**src/rtl/sat_counter.sv**
```systemverilog
// Parameterised-width counter with saturating increment
// and synchronous clear (clear has priority).
module sat_counter #(
  parameter int W = 16
) (
  input  logic         clk,
  input  logic         rst_n,
  input  logic         clr,
  input  logic         inc,
  output logic [W-1:0] count
);

  always_ff @(posedge clk or negedge rst_n) begin
    if (!rst_n) begin
      count <= '0;
    end else if (clr) begin
      count <= '0;
    end else if (inc && !(&count)) begin
      count <= count + 1'b1;
    end
  end

endmodule

```
**config.mk**
```make
export PLATFORM = sky130hd
export DESIGN_NAME = sat_counter
export DESIGN_NICKNAME = d
export VERILOG_FILES = /design/src/rtl/sat_counter.sv
export SDC_FILE = /design/constraint.sdc
export NUM_CORES = 1
export LEC_CHECK = 0
export BUFFER_PORTS_ARGS = -buffer_cell sky130_fd_sc_hd__buf_2
export CORE_ASPECT_RATIO = 0.8
export CORE_MARGIN = 3
export CORE_UTILIZATION = 45
export DETAILED_ROUTE_END_ITERATION = 12
export GPL_TIMING_DRIVEN = 0
export MAX_ROUTING_LAYER = met4
export PLACE_DENSITY = 0.67
export SLEW_MARGIN = 15
export SYNTH_ARGS = -nofsm -noshare
export SYNTH_HDL_FRONTEND = slang
export SYNTH_SLANG_ARGS = --single-unit
```
**constraint.sdc**
```tcl
create_clock -name clk -period 2 [get_ports clk]
set_clock_uncertainty 0.2 [all_clocks]
set_input_delay 0.2 -clock clk [delete_from_list [all_inputs] [get_ports clk]]
set_output_delay 0.2 -clock clk [all_outputs]
set_load 0.01 [all_outputs]
```
==> results.py <==
metrics = {
    "floorplan": {
        "die_x_um": 56.5,
        "dieArea_um2": 2630,
        "rows": 13,
        "io_pins": 20,
        "start_util_pct": 51.9,
        "coreArea_um2": 1770,
        "die_h_um": 46.4,
    },
    "clock_network": {
        "post_cts_buffers": 0,
        "cts_tree": "built",
        "insertion_delay_ns": 0.29,
        "clockBufferDepth": 2,
        "clkTransAtPathRegs_ns": 0.09,
        "root_buffer": "clkbuf_4",
        "cts_resized": 0,
        "htreeDepth": 1,
        "cts_inserted_buffers": 3,
        "clock_sinks": 16,
    },
    "sta": {
        "worst_pin_slew_ns": 0.475,
        "hold_ws_ns": 0.137,
        "rsz0062_at_grt": "false",
        "period_needed_ns": 1.85,
        "final-max-slew-violation-count": 0,
        "fin_crit_sh_pct": 92.7,
        "setup_viol": 0,
        "fmax_ghz": 0.540,
        "final_hold_viol_count": 0,
        "slew-limit-headroom_pct": 68.3,
        "setup_tns_ns": 0,
    },
    "setup_path": {
        "crit_path_start_kind": "flop",
        "timing.rr.start": "count[0]",
        "r2r_setup_slack_ns": 0.15,
        "worstPathArrival_ns": 1.84,
        "ff2ff_path_depth": 5,
        "critPathCaptureType": "flop",
        "slowest_delay_ns": 0.42,
        "worstPathMaxFanout": 5,
        "crit_chain": "ha_1 -> and2_1 -> nand2_1 -> nor3b_1 -> mux2_2",
        "worstPathRequired_ns": 1.98,
        "slowest_stage": "dfrtp_1",
        "regToRegEndpoint": "count[6]",
        "setup.worst_path.class": "reg -> reg",
    },
    "finish": {
        "fill_cells": 160,
        "area_delta_synth_final_pct": 17.8,
        "largestRegisters": "count x16",
        "design_area_um2": 1080,
        "drive_above_1_share_pct": 27.1,
        "regMostFlops": "count",
        "multi_input_area_um2": 504,
        "layout.area.seq_um2": 400,
        "n_antenna_cell": 0,
        "largest_reg_flops": 16,
        "fin_cells": 140,
        "layout.nets": 124,
    },
    "power": {
        "p_leak_nw": 0.496,
        "powerDensity_nw_per_um2": 539,
        "total_power_w": 0.000584,
        "irDropWorstVdd_uv": 398,
    },
    "global_routing": {
        "grt_use_total_pct": 18.5,
        "grt_pass1_wl_um": 3490,
        "gr-total-overflow": 0,
        "grt_pass1_vias": 756,
        "grt_max_degree": 17,
        "antenna_found_initial": 0,
    },
    "yosys": {
        "synth_area_leaders": "dfrtp_1 (44%), a21oi_1 (4.4%), nor2_1 (3.3%), nand2_1 (2.9%), or3_1 (2.7%)",
        "yosys.area.top_type": "dfrtp_1",
        "synth_top_area_share_pct": 43.5,
        "synth.net_count": 100,
        "ys_ff_latch": 16,
        "synthCells": 95,
        "yosys_warnings": 0,
        "synth_area_um2": 920,
        "ys_types": 36,
        "avgSynthCellArea_um2": 9.68,
        "ys_seq_area_share_pct": 43.5,
    },
    "placed_design": {
        "place_area_um2": 1040,
        "dp_hpwl_um": 1460,
        "io_buffers": 18,
        "gp_congestion": 0.807,
        "dp_cells": 135,
    },
    "routing": {
        "vias": 812,
        "drt_first_pass_iters": 4,
        "wire_per_inst_um": 14.5,
        "antenna_left": 0,
        "wl_um": 2030,
        "drtIter0Drc": 12,
        "drc": 0,
        "viasPerCell": 5.80,
    },
    "flow_run": {
        "cap_violations": 0,
    },
    "min_path": {
        "worst_hold_path_type": "in -> async",
    },
    "status": {
        "status": "finished, final reports clean",
    },
}
-- layout by cell type (no fill, tap or decap), types with 2 or more instances in the layout --
cell and count:
buf_2 18, dfrtp_1 16, a21oi_1 8, nor2_1 8, nand2_1 7, nand3_1 4, o21ai_0 4, or3_1 4
and2_1 3, nand2b_1 3, o31ai_1 3, a31oi_1 3, nor3_1 3, clkbuf_4 3, clkbuf_1 2, inv_1 2
mux2i_1 2, nor2b_1 2, or4_1 2
-- metrics by stage --
stage | util (%) | setup WS, ns
floorplan | - | 0.274
detailed placement | 58.5 | 0.145
global route | 61.1 | 0.00734
CTS | 61.1 | 0.130
global placement | 58.5 | 0.170
finish | 61.1 | 0.147
-- worst max-delay path, delay by kind of cell, from the launching register on --
| family | cells | cell delay (ns) |
|---|---|---|
| fa+ha+maj | 1 | 0.21 |
| mux | 1 | 0.36 |
| simple gates | 3 | 0.56 |
| flops | 1 | 0.42 |
-- kinds of logic (layout without fill, tap and decap cells) --
kind of cell / count (synthesis) / in the layout / synth area share, %
adder cells (fa/ha/maj): 1 / 1 / 1.36
AO/OA/AOI/OAI: 22 / 22 / 15.5
AND/OR/NAND/NOR: 47 / 47 / 32.0
buffers and inverters: 4 / 27 / 1.63
multiplexers: 4 / 4 / 5.03
XOR/XNOR: 1 / 1 / 0.953
flip-flops: 16 / 16 / 43.5
-- power breakdown --
| group | leakage [nW] | switching [W] | internal, W |
|---|---|---|---|
| Combinational | 0.253 | 0.0000230 | 0.0000157 |
| Sequential | 0.222 | 0.00000480 | 0.000327 |
| Clock | 0.0210 | 0.000103 | 0.000111 |
| Total | 0.496 | 0.000130 | 0.000454 |
-- layout make-up --
cell class / count / area share (%)
timing repair buffer: 19 / 9.24
sequential: 16 / 37.0
tap: 22 / 2.54
buffer: 2 / 0.693
multi-input combinational: 75 / 46.5
inverter: 2 / 0.693
clock buffer: 4 / 3.35
-- per-layer routing --
layer	GRT usage (%)	part of all wire (%)	up-vias
met5	-	0	-
met4	7.11	1.2	0
met3	5.88	5.8	5
met2	28.8	44	21
met1	22.8	49	385
li1	-	-	401
-- synthesized netlist by cell type, drive strengths merged --
master and n:
o21bai 1, nor3 4, and3 2, o2111ai 1, and4 2, a31oi 3, nand2b 3, o31ai 3
nor2b 2, o211ai 1, and2 3, a21boi 1, inv 2, nand3 5, nor3b 1, dfrtp 16
o21ai 4, xor2 1, mux2i 2, or4 2, nand4 2, nor4 2, nor2 8, clkbuf 2
nand2 7, or3 4, a21oi 8, mux2 2, ha 1
-- worst max-delay path by stage --
stage | from | end | slack [ns]
2_1_floorplan | count[0] | count[14] | 0.27
3_3_place_gp | count[12] | count[0] | 0.17
3_5_place_dp | count[0] | count[6] | 0.15
4_1_cts | count[0] | count[14] | 0.13
5_1_grt | count[0] | count[6] | 0.007
6_report | count[0] | count[6] | 0.15
-- timing repair --
item                                    in CTS  in global routing
hold buffers                                 1                  0
hold endpoints to repair                    16                  0
endpoints found under the setup margin       0                  0
Power figures use the tool's default switching activity.
